==> src/rtl/tug_of_war_field.sv <==
// Tug-of-war playfield: one lit position that the two players push
// left/right with button presses. Pushing it off an end wins the round for
// that player. The block keeps per-player scores, holds a round-win display,
// restarts rounds on its own and latches the match winner until reset.

module tug_of_war_field #(
  parameter int NUM_LIGHTS  = 9,
  parameter int WIN_SCORE   = 7,
  parameter int SCORE_W     = 3,
  parameter int HOLD_CYCLES = 8
) (
  input  logic                  clk,
  input  logic                  reset,
  input  logic                  L,
  input  logic                  R,
  output logic [NUM_LIGHTS-1:0] leds,
  output logic [SCORE_W-1:0]    score_l,
  output logic [SCORE_W-1:0]    score_r,
  output logic                  round_win_l,
  output logic                  round_win_r,
  output logic                  match_over
);

  localparam int POS_W  = $clog2(NUM_LIGHTS);
  localparam int HOLD_W = (HOLD_CYCLES > 1) ? $clog2(HOLD_CYCLES) : 1;

  localparam logic [POS_W-1:0]      POS_CENTRE   = POS_W'((NUM_LIGHTS - 1) / 2);
  localparam logic [POS_W-1:0]      POS_LEFTMOST = POS_W'(NUM_LIGHTS - 1);
  localparam logic [POS_W-1:0]      POS_RIGHTMOST = '0;
  localparam logic [SCORE_W-1:0]    SCORE_TARGET = SCORE_W'(WIN_SCORE);
  localparam logic [HOLD_W-1:0]     HOLD_LOAD    = HOLD_W'(HOLD_CYCLES - 1);
  localparam logic [NUM_LIGHTS-1:0] ALL_ONES     = '1;
  localparam logic [NUM_LIGHTS-1:0] ONE_HOT_LSB  = NUM_LIGHTS'(1);
  localparam logic [NUM_LIGHTS-1:0] LEFT_HALF    = ALL_ONES << ((NUM_LIGHTS + 1) / 2);
  localparam logic [NUM_LIGHTS-1:0] RIGHT_HALF   = ALL_ONES >> ((NUM_LIGHTS + 1) / 2);

  typedef enum logic [2:0] {
    PLAY    = 3'd0,
    WIN_L   = 3'd1,
    WIN_R   = 3'd2,
    MATCH_L = 3'd3,
    MATCH_R = 3'd4
  } state_t;

  state_t             state_q, state_d;
  logic [POS_W-1:0]   pos_q, pos_d;
  logic [SCORE_W-1:0] scoreL_q, scoreL_d;
  logic [SCORE_W-1:0] scoreR_q, scoreR_d;
  logic [HOLD_W-1:0]  hold_q, hold_d;
  logic               lPrev_q, rPrev_q;
  logic               armed_q;

  logic               pressL, pressR;
  logic [SCORE_W-1:0] scoreLInc, scoreRInc;

  // Edge registers are cleared by reset, so a button still held when reset
  // drops would look like a fresh rising edge. armed_q stays low for the
  // first clock after reset so that edge is absorbed rather than counted.
  assign pressL = armed_q & L & ~lPrev_q;
  assign pressR = armed_q & R & ~rPrev_q;

  assign scoreLInc = scoreL_q + 1'b1;
  assign scoreRInc = scoreR_q + 1'b1;

  assign score_l = scoreL_q;
  assign score_r = scoreR_q;

  // State register: all game state, edge history and the post-reset arm flag.
  always_ff @(posedge clk or posedge reset) begin
    if (reset) begin
      state_q  <= PLAY;
      pos_q    <= POS_CENTRE;
      scoreL_q <= '0;
      scoreR_q <= '0;
      hold_q   <= '0;
      lPrev_q  <= 1'b0;
      rPrev_q  <= 1'b0;
      armed_q  <= 1'b0;
    end else begin
      state_q  <= state_d;
      pos_q    <= pos_d;
      scoreL_q <= scoreL_d;
      scoreR_q <= scoreR_d;
      hold_q   <= hold_d;
      lPrev_q  <= L;
      rPrev_q  <= R;
      armed_q  <= 1'b1;
    end
  end

  // Next-state logic: moves and round wins in PLAY, hold countdown in WIN_*.
  always_comb begin
    state_d  = state_q;
    pos_d    = pos_q;
    scoreL_d = scoreL_q;
    scoreR_d = scoreR_q;
    hold_d   = hold_q;

    unique case (state_q)
      PLAY: begin
        if (pressL && !pressR) begin
          if (pos_q == POS_LEFTMOST) begin
            scoreL_d = scoreLInc;
            if (scoreLInc == SCORE_TARGET) begin
              state_d = MATCH_L;
            end else begin
              state_d = WIN_L;
              hold_d  = HOLD_LOAD;
            end
          end else begin
            pos_d = pos_q + 1'b1;
          end
        end else if (pressR && !pressL) begin
          if (pos_q == POS_RIGHTMOST) begin
            scoreR_d = scoreRInc;
            if (scoreRInc == SCORE_TARGET) begin
              state_d = MATCH_R;
            end else begin
              state_d = WIN_R;
              hold_d  = HOLD_LOAD;
            end
          end else begin
            pos_d = pos_q - 1'b1;
          end
        end
      end

      WIN_L, WIN_R: begin
        if (hold_q == '0) begin
          state_d = PLAY;
          pos_d   = POS_CENTRE;
        end else begin
          hold_d = hold_q - 1'b1;
        end
      end

      MATCH_L, MATCH_R: begin
        state_d = state_q;
      end

      default: begin
        state_d = PLAY;
        pos_d   = POS_CENTRE;
      end
    endcase
  end

  // Output decode: playfield pattern and status flags from state and position.
  always_comb begin
    leds        = '0;
    round_win_l = 1'b0;
    round_win_r = 1'b0;
    match_over  = 1'b0;

    unique case (state_q)
      PLAY: begin
        leds = ONE_HOT_LSB << pos_q;
      end
      WIN_L: begin
        leds        = LEFT_HALF;
        round_win_l = 1'b1;
      end
      WIN_R: begin
        leds        = RIGHT_HALF;
        round_win_r = 1'b1;
      end
      MATCH_L: begin
        leds        = LEFT_HALF;
        round_win_l = 1'b1;
        match_over  = 1'b1;
      end
      MATCH_R: begin
        leds        = RIGHT_HALF;
        round_win_r = 1'b1;
        match_over  = 1'b1;
      end
      default: begin
        leds = '0;
      end
    endcase
  end

endmodule

==> config.mk <==
export PLATFORM = sky130hd
export DESIGN_NAME = tug_of_war_field
export DESIGN_NICKNAME = d
export VERILOG_FILES = /design/src/rtl/tug_of_war_field.sv
export SDC_FILE = /design/constraint.sdc
export NUM_CORES = 1
export LEC_CHECK = 0
export ABC_CLOCK_PERIOD_IN_PS = 5800
export BUFFER_PORTS_ARGS = -buffer_cell sky130_fd_sc_hd__buf_2
export CAP_MARGIN = 5
export CORE_MARGIN = 2
export CORE_UTILIZATION = 50
export CTS_BUF_LIST = sky130_fd_sc_hd__clkbuf_16
export DETAILED_ROUTE_END_ITERATION = 10
export GPL_TIMING_DRIVEN = 1
export HOLD_SLACK_MARGIN = 0.03
export PLACE_DENSITY_LB_ADDON = 0.25
export SLEW_MARGIN = 0
export SYNTH_ARGS = -nofsm -noshare
export SYNTH_HDL_FRONTEND = slang
export SYNTH_SLANG_ARGS = --single-unit
==> constraint.sdc <==
create_clock -name clk -period 5.8 [get_ports clk]
set_input_delay 0.87 -clock clk [delete_from_list [all_inputs] [get_ports clk]]
set_output_delay 0.87 -clock clk [all_outputs]
set_load 0.005 [all_outputs]
==> results.txt <==
----------------------------------------------------
[Pwr]
  Standby leakage power ... 0.7705 nW
  Peak supply drop ... 0.0002087 V
  Power per cell area ... 182.4 nW/µm²

[Run status]
  Run status ... completed

[Routing]
  Vias per cell ... 5.638
  Via count ... 1184
  Drc violations ... 0
  Number of iterations in the first detailed-routing pass ... 4
  Number of routed nets with antenna violations ... 0
  Average wire per standard cell ... 13.63 µm
  Starting DRC count in detailed routing ... 56
  Routed wire length ... 2.862 mm

[Logic synthesis]
  Synth Area per Inst ... 8.666 µm²
  Simple-Gate Fraction of Synth Area ... 18.72%
  Synth top area cells ... sky130_fd_sc_hd__dfrtp_1 32%, sky130_fd_sc_hd__ha_1 9.8%, sky130_fd_sc_hd__inv_1 4.8%
  Top-area cell type share of the netlist area ... 32.09%
  Library cell with the largest summed area after synthesis ... sky130_fd_sc_hd__dfrtp_1
  Netlist cell types ... 43
  Fraction of synthesized cell area in xor and xnor cells ... 6.239%
  Adder-cell share of the synthesized area ... 11.23%
  Post-synth EDFFs ... 0
  Gate Count Post-Synth ... 162
  Mux share of post-synthesis cell area ... 1.515%
  Most frequent cells after synthesis ... 18 x sky130_fd_sc_hd__dfrtp_1, 18 x sky130_fd_sc_hd__inv_1, 16 x sky130_fd_sc_hd__nand2_1
  Number of storage elements in the synthesis netlist ... 19
  Post-Synthesis Net Count ... 177
  Largest family of logic cells by synthesized area ... compound AO/OA/AOI/OAI gates
  Post-Syn Area ... 1404 µm²
  Dominant synthesized flop cell ... sky130_fd_sc_hd__dfrtp_1
  Post-synthesis async set-or-reset flop share ... 100.0%
  Sequential area share after synthesis ... 33.96%
  Compound-Gate Fraction of Synth Area ... 19.79%
  Yosys warning total ... 0

[Worst setup path]
  Endpoint of the worst setup timing path ... leds[5]
  CP Data Required Time ... 4.93 ns
  Cells along the critical path ... or3_1 -> nor2_1 -> and2_1 -> a31oi_1 -> a21oi_1 -> buf_2
  Crit path launch type ... flop
  Arrival time of the worst setup path ... 2.11 ns
  Crit Path Max Fanout ... 16
  Type of the worst setup path ... flop to output port
  Origin of the worst setup path ... state_q[2]
  Element type at the critical path end ... output port
  Slowest cell on crit path ... sky130_fd_sc_hd__dfrtp_1
  Reg2reg setup slack ... 3.41 ns
  Slowest cell delay on critical path ... 0.55 ns
  End of the worst register-to-register path ... pos_q[3]
  Reg-to-reg startpoint ... armed_q
  Worst Reg2Reg Path Length in Cells ... 10

[Clock tree]
  H-tree Lvls ... 1
  Insertion delay of the later-clocked pin in the worst-skew pair ... 0.25 ns
  Maximum buffer depth of the clock tree ... 2
  CTS sink cnt ... 19
  Postcts setup bufs ... 0
  Number of clock buffers inserted by TritonCTS ... 3
  TritonCTS clock tree ... yes
  Root buffer cell ... sky130_fd_sc_hd__clkbuf_16
  Clock-pin slew of the registers on the worst-case setup and hold paths ... 0.05 ns
  Post-CTS Hold Fix Bufs ... 0
  Gates resized, CTS repair ... 0

[Global route]
  Overall track demand over capacity in global routing ... 19.05%
  Number of antenna violations at the first check in global routing ... 0
  Via count of the first global-routing pass ... 1086
  Maximum number of pins on one net before global-route repair ... 20
  Congestion Overflow GR ... 0
  Global-route wire length before repair ... 4.871 mm

[STA]
  Summed negative setup slack over all endpoints ... 0 ns
  Period Utilization, post-route ... 51.45%
  Achievable Freq ... 335.1 MHz
  Worst Max-Slew Pin Slew ... 0.7384 ns
  Slew HR ... 50.72%
  Final Hold Fails ... 0
  Final worst path period need ... 2.984 ns
  PnR worst setup slack ... 2.816 ns
  Total count of max-transition violations in the final report ... 0
  Setup repair after global routing missed its margin ... no
  Count of endpoints failing setup in the final report ... 0
  Worst clock skew ... 0.001417 ns

[Placement]
  Detailed Place HPWL ... 2.169 mm
  Final RePlAce weighted congestion ... 0.7847
  Buffers on Ports ... 21
  Pre-CTS WS ... 2.780 ns

[Layout]
  Number of nets at the end of the flow ... 195
  Layout cell share with drive strength beyond 1 ... 20.11%
  Layout overhead on the synthesized area ... 12.48%
  Fill cell count ... 255
  Antenna diode count ... 0
  Utilization after layout ... 58.26%

[Hold path]
  Min-Delay Path Class ... flop to flop

[Floorplanning]
  Number of primary I/O pins ... 22
  Initial core utilization ... 51.80%
  Die Ht ... 56.99 µm
  Number of standard-cell rows in the floorplan ... 19
  Overall die width ... 56.99 µm
  Area of the placeable core ... 2710 µm²
  Die ar. ... 3247 µm²

[Job]
  Maximum capacitance violations ... 0

----------------------------------------------------
==> layout make-up <==
cell class	count	area, µm²	share of cell area, %
clock buffers	3	75.07	4.754
clock inverters	1	5.005	0.3170
inverters	18	67.56	4.279
multi-input cells	117	810.8	51.35
flip-flops and latches	19	476.7	30.19
well taps	31	38.79	2.456
repair buffers	21	105.1	6.656
==> routing by layer <==
layer	wire length, µm	part of all wire (%)	GRT usage, %	up-vias
li1	-	-	-	587
met1	1217	43	23.18	554
met2	1469	51	33.99	39
met3	133	4.6	2.268	4
met4	42	1.5	7.973	0
met5	0	0	0	-
==> sequential cells by signal (all words and copies together) (netlist names) <==
signal / count
hold_q: 3
armed_q: 1
pos_q: 4
lPrev_q: 1
rPrev_q: 1
score_r: 3
score_l: 3
state_q: 3
==> layout by cell type, fill, tap and decap left out, types with 3 or more instances in the layout <==
master	netlist	layout
sky130_fd_sc_hd__xnor2_1	6	6
sky130_fd_sc_hd__a21oi_1	13	13
sky130_fd_sc_hd__xor2_1	4	4
sky130_fd_sc_hd__ha_1	11	11
sky130_fd_sc_hd__buf_2	3	21
sky130_fd_sc_hd__a31oi_1	4	4
sky130_fd_sc_hd__nand2_1	16	16
sky130_fd_sc_hd__nor2_1	13	13
sky130_fd_sc_hd__and3_1	3	3
sky130_fd_sc_hd__nand2b_1	3	3
sky130_fd_sc_hd__dfrtp_1	18	18
sky130_fd_sc_hd__o21ai_0	5	5
sky130_fd_sc_hd__clkbuf_16	0	3
sky130_fd_sc_hd__o31ai_1	4	4
sky130_fd_sc_hd__inv_1	18	18
==> kinds of logic after synthesis <==
kind of cell	Yosys count
buf+inv	26
mux	2
fa+ha+maj	13
compound gates	39
other cells	1
flops	19
simple gates	52
xor+xnor	10
==> how the worst min path moves through the flow <==
stage                         start        end  cells after the start
after detailed placement  hold_q[2]  hold_q[2]                      1
after global placement    hold_q[2]  hold_q[2]                      1
final                     hold_q[2]  hold_q[2]                      1
after global routing      hold_q[2]  hold_q[2]                      1
after floorplan           hold_q[2]  hold_q[2]                      1
after CTS                 hold_q[2]  hold_q[2]                      1
==> report_power, final <==
| group | internal [W] | switching [W] | total [W] |
|---|---|---|---|
| registers | 0.000134 | 0.000000302 | 0.000134 |
| clock network | 0.0000925 | 0.0000502 | 0.000143 |
| logic | 0.00000385 | 0.00000741 | 0.0000113 |
==> through the flow <==
stage | total power, W | cell area [µm²] | cells | hold WS, ns
2_1_floorplan | 0.0001444 | 1404 | 162 | 0.4464
3_3_place_gp | 0.0001474 | 1499 | 206 | 0.4736
3_5_place_dp | 0.0001478 | 1499 | 206 | 0.4920
4_1_cts | 0.0002932 | 1579 | 210 | 0.4992
5_1_grt | 0.0002983 | 1579 | 210 | 0.5157
6_report | 0.0002880 | 1579 | 210 | 0.5013
==> critical path, delay by kind of cell, from the launching register on <==
kind | cells | cell delay, ns
AO/OA/AOI/OAI | 2 | 0.24
buffers and inverters | 1 | 0.13
flip-flops | 1 | 0.55
AND/OR/NAND/NOR | 3 | 0.93
(Power assumes the default switching activity.)
